File: config.mk
export PLATFORM = sky130hd
export DESIGN_NAME = rope_renderer_flat
export DESIGN_NICKNAME = d
export VERILOG_FILES = /design/src/rtl/rope_renderer_if.sv /design/src/rtl/rope_renderer.sv /design/src/flat_wrapper.sv
export SDC_FILE = /design/constraint.sdc
export NUM_CORES = 2
export LEC_CHECK = 0
export CAP_MARGIN = 20
export CELL_PAD_IN_SITES_DETAIL_PLACEMENT = 1
export CELL_PAD_IN_SITES_GLOBAL_PLACEMENT = 2
export CORE_UTILIZATION = 46
export DETAILED_ROUTE_END_ITERATION = 10
export DONT_BUFFER_PORTS = 1
export PLACE_DENSITY = 0.94
export RECOVER_POWER = 25
export SLEW_MARGIN = 25
export SYNTH_ARGS = -nofsm -noshare
export SYNTH_HDL_FRONTEND = slang
export SYNTH_SLANG_ARGS = --single-unit
File: constraint.sdc
create_clock -name clk -period 14.3 [get_ports clk]
set_input_delay 2.86 -clock clk [delete_from_list [all_inputs] [get_ports clk]]
set_output_delay 2.86 -clock clk [all_outputs]
set_load 0.02 [all_outputs]
File: src/rtl/rope_renderer_if.sv
// Pixel/node bus between the VGA timing + rope simulation side (master) and rope_renderer (slave).
interface rope_renderer_if #(
  parameter int unsigned N_NODES = 20,
  parameter int unsigned COORD_W = 10
);
  logic                         video_on;
  logic [COORD_W-1:0]           pix_x;
  logic [COORD_W-1:0]           pix_y;
  logic                         frame_start;
  logic [N_NODES*COORD_W-1:0]   nodes_x;
  logic [N_NODES*COORD_W-1:0]   nodes_y;
  logic                         nodes_valid;
  logic [2:0]                   graph_rgb;
  logic                         hit;
  logic                         snap_stale;

  modport master (
    output video_on, pix_x, pix_y, frame_start, nodes_x, nodes_y, nodes_valid,
    input  graph_rgb, hit, snap_stale
  );

  modport slave (
    input  video_on, pix_x, pix_y, frame_start, nodes_x, nodes_y, nodes_valid,
    output graph_rgb, hit, snap_stale
  );
endinterface

File: src/rtl/rope_renderer.sv
// Draws a chain of rope nodes as filled circles via a 3-stage pixel pipeline with per-frame node snapshot.
// Optional head-node highlight colour: define ROPE_RENDERER_HEAD_EN.
module rope_renderer #(
  parameter int unsigned N_NODES    = 20,
  parameter int unsigned COORD_W    = 10,
  parameter int unsigned RADIUS     = 5,
  parameter logic [2:0]  NODE_COLOR = 3'b101,
  parameter logic [2:0]  HEAD_COLOR = 3'b110,
  parameter logic [2:0]  BG_COLOR   = 3'b010
) (
  input  logic          clk,
  input  logic          reset,
  rope_renderer_if.slave bus
);

  localparam int unsigned BUS_W = N_NODES * COORD_W;
  localparam int unsigned RAD_W = $clog2(RADIUS + 1);
  localparam int unsigned SUM_W = 2 * RAD_W + 1;
  localparam int unsigned R_SQ  = RADIUS * RADIUS;

  typedef enum logic {EMPTY, LIVE} state_e;

  state_e             state_q, state_d;
  logic               stale_q, stale_d;
  logic               cap_c;
  logic [BUS_W-1:0]   sx_q, sy_q;

  logic               v1_q, live1_q;
  logic [COORD_W-1:0] dx_q [N_NODES];
  logic [COORD_W-1:0] dy_q [N_NODES];
  logic [COORD_W-1:0] dx_d [N_NODES];
  logic [COORD_W-1:0] dy_d [N_NODES];

  logic               v2_q;
  logic [N_NODES-1:0] in_q, in_d;

  logic [2:0]         rgb_q, rgb_d;
  logic               hit_q, hit_d;

  // Magnitude of a signed (COORD_W+1)-bit difference; no modular wrap.
  function automatic logic [COORD_W-1:0] abs_diff(input logic [COORD_W-1:0] a,
                                                  input logic [COORD_W-1:0] b);
    logic signed [COORD_W:0] d;
    d = $signed({1'b0, a}) - $signed({1'b0, b});
    return d[COORD_W] ? COORD_W'(-d) : COORD_W'(d);
  endfunction

  function automatic logic in_circle(input logic [COORD_W-1:0] dx,
                                     input logic [COORD_W-1:0] dy);
    logic [SUM_W-1:0] ax, ay;
    if (dx > COORD_W'(RADIUS) || dy > COORD_W'(RADIUS)) return 1'b0;
    ax = SUM_W'(dx);
    ay = SUM_W'(dy);
    return (ax * ax + ay * ay) <= SUM_W'(R_SQ);
  endfunction

  // Snapshot FSM: next state and capture strobe.
  always_comb begin
    state_d = state_q;
    stale_d = stale_q;
    cap_c   = 1'b0;
    if (bus.frame_start) begin
      if (bus.nodes_valid) begin
        cap_c   = 1'b1;
        state_d = LIVE;
        stale_d = 1'b0;
      end else begin
        stale_d = 1'b1;
      end
    end
  end

  always_ff @(posedge clk or negedge reset) begin
    if (!reset) begin
      state_q <= EMPTY;
      stale_q <= 1'b0;
      sx_q    <= '0;
      sy_q    <= '0;
    end else begin
      state_q <= state_d;
      stale_q <= stale_d;
      if (cap_c) begin
        sx_q <= bus.nodes_x;
        sy_q <= bus.nodes_y;
      end
    end
  end

  // Stage 1 distances from the shadow; stage 2 circle test, forced low when no snapshot.
  always_comb begin
    for (int i = 0; i < int'(N_NODES); i++) begin
      dx_d[i] = abs_diff(sx_q[i*COORD_W +: COORD_W], bus.pix_x);
      dy_d[i] = abs_diff(sy_q[i*COORD_W +: COORD_W], bus.pix_y);
      in_d[i] = live1_q & in_circle(dx_q[i], dy_q[i]);
    end
  end

`ifdef ROPE_RENDERER_HEAD_EN
  logic head_q;

  always_ff @(posedge clk or negedge reset) begin
    if (!reset) head_q <= 1'b0;
    else        head_q <= in_d[N_NODES-1];
  end

  always_comb begin
    hit_d = |in_q;
    rgb_d = BG_COLOR;
    if (!v2_q)       rgb_d = 3'b000;
    else if (head_q) rgb_d = HEAD_COLOR;
    else if (hit_d)  rgb_d = NODE_COLOR;
  end
`else
  always_comb begin
    hit_d = |in_q;
    rgb_d = BG_COLOR;
    if (!v2_q)      rgb_d = 3'b000;
    else if (hit_d) rgb_d = NODE_COLOR;
  end
`endif

  always_ff @(posedge clk or negedge reset) begin
    if (!reset) begin
      v1_q    <= 1'b0;
      live1_q <= 1'b0;
      for (int i = 0; i < int'(N_NODES); i++) begin
        dx_q[i] <= '0;
        dy_q[i] <= '0;
      end
      v2_q    <= 1'b0;
      in_q    <= '0;
      rgb_q   <= 3'b000;
      hit_q   <= 1'b0;
    end else begin
      v1_q    <= bus.video_on;
      live1_q <= (state_q == LIVE);
      for (int i = 0; i < int'(N_NODES); i++) begin
        dx_q[i] <= dx_d[i];
        dy_q[i] <= dy_d[i];
      end
      v2_q    <= v1_q;
      in_q    <= in_d;
      rgb_q   <= rgb_d;
      hit_q   <= hit_d;
    end
  end

  assign bus.graph_rgb  = rgb_q;
  assign bus.hit        = hit_q;
  assign bus.snap_stale = stale_q;

endmodule

File: src/flat_wrapper.sv
// flat-port wrapper written by rule: the top's interface ports become plain ports
module rope_renderer_flat 
#(
  parameter int unsigned N_NODES    = 20,
  parameter int unsigned COORD_W    = 10,
  parameter int unsigned RADIUS     = 5,
  parameter logic [2:0]  NODE_COLOR = 3'b101,
  parameter logic [2:0]  HEAD_COLOR = 3'b110,
  parameter logic [2:0]  BG_COLOR   = 3'b010
)
  (clk, reset, bus_video_on, bus_pix_x, bus_pix_y, bus_frame_start, bus_nodes_x, bus_nodes_y, bus_nodes_valid, bus_graph_rgb, bus_hit, bus_snap_stale);
  rope_renderer_if #(.N_NODES(N_NODES), .COORD_W(COORD_W)) bus_i ();
  input  logic clk;
  input  logic reset;
  input wire logic [$bits(bus_i.video_on)-1:0] bus_video_on;
  input wire logic [$bits(bus_i.pix_x)-1:0] bus_pix_x;
  input wire logic [$bits(bus_i.pix_y)-1:0] bus_pix_y;
  input wire logic [$bits(bus_i.frame_start)-1:0] bus_frame_start;
  input wire logic [$bits(bus_i.nodes_x)-1:0] bus_nodes_x;
  input wire logic [$bits(bus_i.nodes_y)-1:0] bus_nodes_y;
  input wire logic [$bits(bus_i.nodes_valid)-1:0] bus_nodes_valid;
  output wire logic [$bits(bus_i.graph_rgb)-1:0] bus_graph_rgb;
  output wire logic [$bits(bus_i.hit)-1:0] bus_hit;
  output wire logic [$bits(bus_i.snap_stale)-1:0] bus_snap_stale;
  assign bus_i.video_on = bus_video_on;
  assign bus_i.pix_x = bus_pix_x;
  assign bus_i.pix_y = bus_pix_y;
  assign bus_i.frame_start = bus_frame_start;
  assign bus_i.nodes_x = bus_nodes_x;
  assign bus_i.nodes_y = bus_nodes_y;
  assign bus_i.nodes_valid = bus_nodes_valid;
  assign bus_graph_rgb = bus_i.graph_rgb;
  assign bus_hit = bus_i.hit;
  assign bus_snap_stale = bus_i.snap_stale;
  rope_renderer #(.N_NODES(N_NODES), .COORD_W(COORD_W), .RADIUS(RADIUS), .NODE_COLOR(NODE_COLOR), .HEAD_COLOR(HEAD_COLOR), .BG_COLOR(BG_COLOR)) u_core (.clk(clk), .reset(reset), .bus(bus_i));
endmodule
==> results.ini <==
[pwr]
intPower_w=0.0115
seqPwrFrac_pct=18.0
ir_drop_mv=0.161
power.share.switching_pct=45.4
clock_power_share_pct=13.1
p_leak_nw=34.1
combPwrFrac_pct=68.9
p_total_w=0.0211
power_density_mw_per_mm2=285
switchingPower_w=0.00959

[synth]
ys_types=81
synthFlopType=dfrtp_1
synth-seq-cells=828
syn_area_per_cell_um2=9.96
syn_inst=6835
synthArstFlopShare_pct=100
ys_seq_area_share_pct=30.4
synth_edf_count=0
synth_top_area_cell=dfrtp_1
syn-num-nets=8371
syn_area_mm2=0.0681
netlist.area_leader.share_pct=30.4
synth.area.top_cells=dfrtp_1, ha_1, fa_1
synth.most_common_cell=dfrtp_1
yosys_warnings=0
synth_common_cells=dfrtp_1, ha_1, inv_1

[timing]
tightest_slew_ps=2570
period_minus_slack_ps=6280
fin_tns_setup_ps=0
fin_crit_sh_pct=43.9
setup_viol=0
hold_viol_final=0
slew_violations=42
holdWs_ps=369
fin_skew_ps=58.2
fmax_ghz=0.159
maxSlewHeadroom_pct=-71.3
rsz0062_at_grt=no

[die]
die_y_um=387
initial_core_util_pct=46.6
core_mm2=0.146
io_pins=430
fp-row-count=140
die_width_um=387
die_area_mm2=0.150

[clocking]
holdBufCountCts=0
clk_root_buffer_cell=clkbuf_16
cts_buffer_depth=3
cts_buffers=103
cts.clk_slew.worst_paths_ps=60
cts_resized=0
clock_latency_ps=760
ctsHtreeMaxLevel=3
cts_tree=built
cts_setup_buffers=0
clock-sinks=828

[place]
place_area_mm2=0.0704
dp_cells=8697
portBuffers=0
hpwl_mm=145
place_congestion=0.864

[detailed_routing]
dr_wl_met2_mm=96.4
drtIter0Drc=2089
first_pass_iters=5
drt_wl_total_mm=196
top_layer=met5
wire_per_inst_um=22.0
viasPerCell=5.62
wl_met3_mm=7.94
route.detailed.drc=0
via_count=50000
wl_met1_mm=84.1
antenna_left=0

[global_route]
grt_pass1_wl_mm=308
antenna_found_initial=23
track_usage_pct=26.2
grt_pass1_vias=54500
grt_overflow_total=0
grt_max_degree=829

[worst_setup_path]
timing.rr.start=u_core.dx_q[150]$_DFF_PN0_
cp_data_arrival_time_ps=6910
cp-end-kind=flop
reg2reg_slack_ps=8500
ff2ff_path_depth=16
cp_max_fo=139
critPathLaunchType=input port
rr_endpoint=u_core.in_q[4]$_DFF_PN0_
crit_required_ps=14930
setup.worst_path.class=in -> reg

[cells_and_area]
layout.cells.non_filler=8899
fin_nets=8427
drive_above_1_share_pct=10.3
fill_cells=16100
multi_input_area_mm2=0.0442
stdcell_area_mm2=0.0742
regArea_mm2=0.0207
syn_to_final_growth_pct=8.95

[min_path]
min_path_type=reg -> reg
hp-start=u_core.v1_q$_DFF_PN0_
whs_endpoint=u_core.v2_q$_DFF_PN0_
whs_path_depth=0

[job]
maxCapViolCount=1

[outcome]
outcome=finished with violations
failed_checks=max-capacitance violations, max-slew violations

[critical path, stage by stage]
cell and delay [ps]:
nand2_1 840, clkbuf_1 1900, buf_12 470, mux2_2 430
[state kept, by name, indices dropped and copies added (netlist names)]
register,count
u_core.bus.snap_stale,1
u_core.dy_q,200
u_core.sy_q,200
u_core.v1_q,1
u_core.bus.graph_rgb,2
u_core.bus.hit,1
u_core.v2_q,1
u_core.sx_q,200
u_core.state_q,1
u_core.live1_q,1
u_core.dx_q,200
u_core.in_q,20
[stage by stage]
stage | util, % | setup WS (ps)
floorplan | - | 8010
global placement | 48.1 | 8000
detailed placement | 48.1 | 7940
CTS | 50.6 | 8500
global route | 50.7 | 7770
finish | 50.7 | 8020
[worst max path at each step]
stage,startpoint,to,slack [ps]
global placement,bus_pix_y[1],u_core.dy_q[39]$_DFF_PN0_,8000
floorplan,bus_pix_x[1],u_core.dx_q[19]$_DFF_PN0_,8010
global route,bus_nodes_valid,u_core.sx_q[125]$_DFFE_PN0P_,7770
detailed placement,bus_pix_y[1],u_core.dy_q[29]$_DFF_PN0_,7940
finish,bus_nodes_valid,u_core.sx_q[125]$_DFFE_PN0P_,8020
CTS,u_core.dx_q[150]$_DFF_PN0_,u_core.in_q[4]$_DFF_PN0_,8500
[per-layer routing]
layer	up-vias	track usage (%)
li1	23500	-
met1	25300	33.0
met2	863	45.4
met3	339	3.77
met4	16	9.77
met5	-	0
[kinds of logic (layout without fill, tap and decap cells)]
group | Yosys count | count (layout) | share of synthesized area [%]
AOI/OAI and AO/OA | 1087 | 1087 | 10.4
xor gates and xnor gates | 828 | 828 | 10.8
adders and majority gates | 1111 | 1111 | 23.6
buffers and inverters | 848 | 989 | 4.68
DFF | 828 | 828 | 30.4
muxes | 428 | 428 | 7.07
other | 0 | 6 | 0
and+or+nand+nor | 1705 | 1705 | 13.0
[layout make-up]
| cell class | count | share of cell area, % |
|---|---|---|
| Multi-Input combinational cell | 5159 | 59.6 |
| Antenna cell | 6 | 0.0202 |
| Timing Repair Buffer | 31 | 0.504 |
| Inverter | 768 | 3.89 |
| Clock buffer | 134 | 3.92 |
| Clock inverter | 56 | 0.944 |
| Tap cell | 1917 | 3.23 |
| Sequential cell | 828 | 27.9 |
[power by group through the flow]
stage               Clock (W)  Combinational, W  Sequential, W
floorplan                   0            0.0117        0.00347
global placement            0            0.0138        0.00380
detailed placement          0            0.0145        0.00383
CTS                   0.00283            0.0147        0.00380
global route          0.00291            0.0167        0.00389
finish                0.00277            0.0146        0.00381
[cell usage in the layout, fill, tap and decap left out, types with 96 or more instances in the layout]
master       n
and2_1     219
mux2_2     422
ha_1       818
a21oi_1    275
nor4_1     112
nor2b_1    123
dfrtp_1    827
nor3_1      96
o21ai_0    209
nand3_1    100
clkbuf_16  104
a21o_1     155
xor2_1     201
nor2_1     397
fa_1       293
nand2_1    343
inv_1      750
xnor2_1    618
No activity file was read; power rests on OpenSTA's default activity.
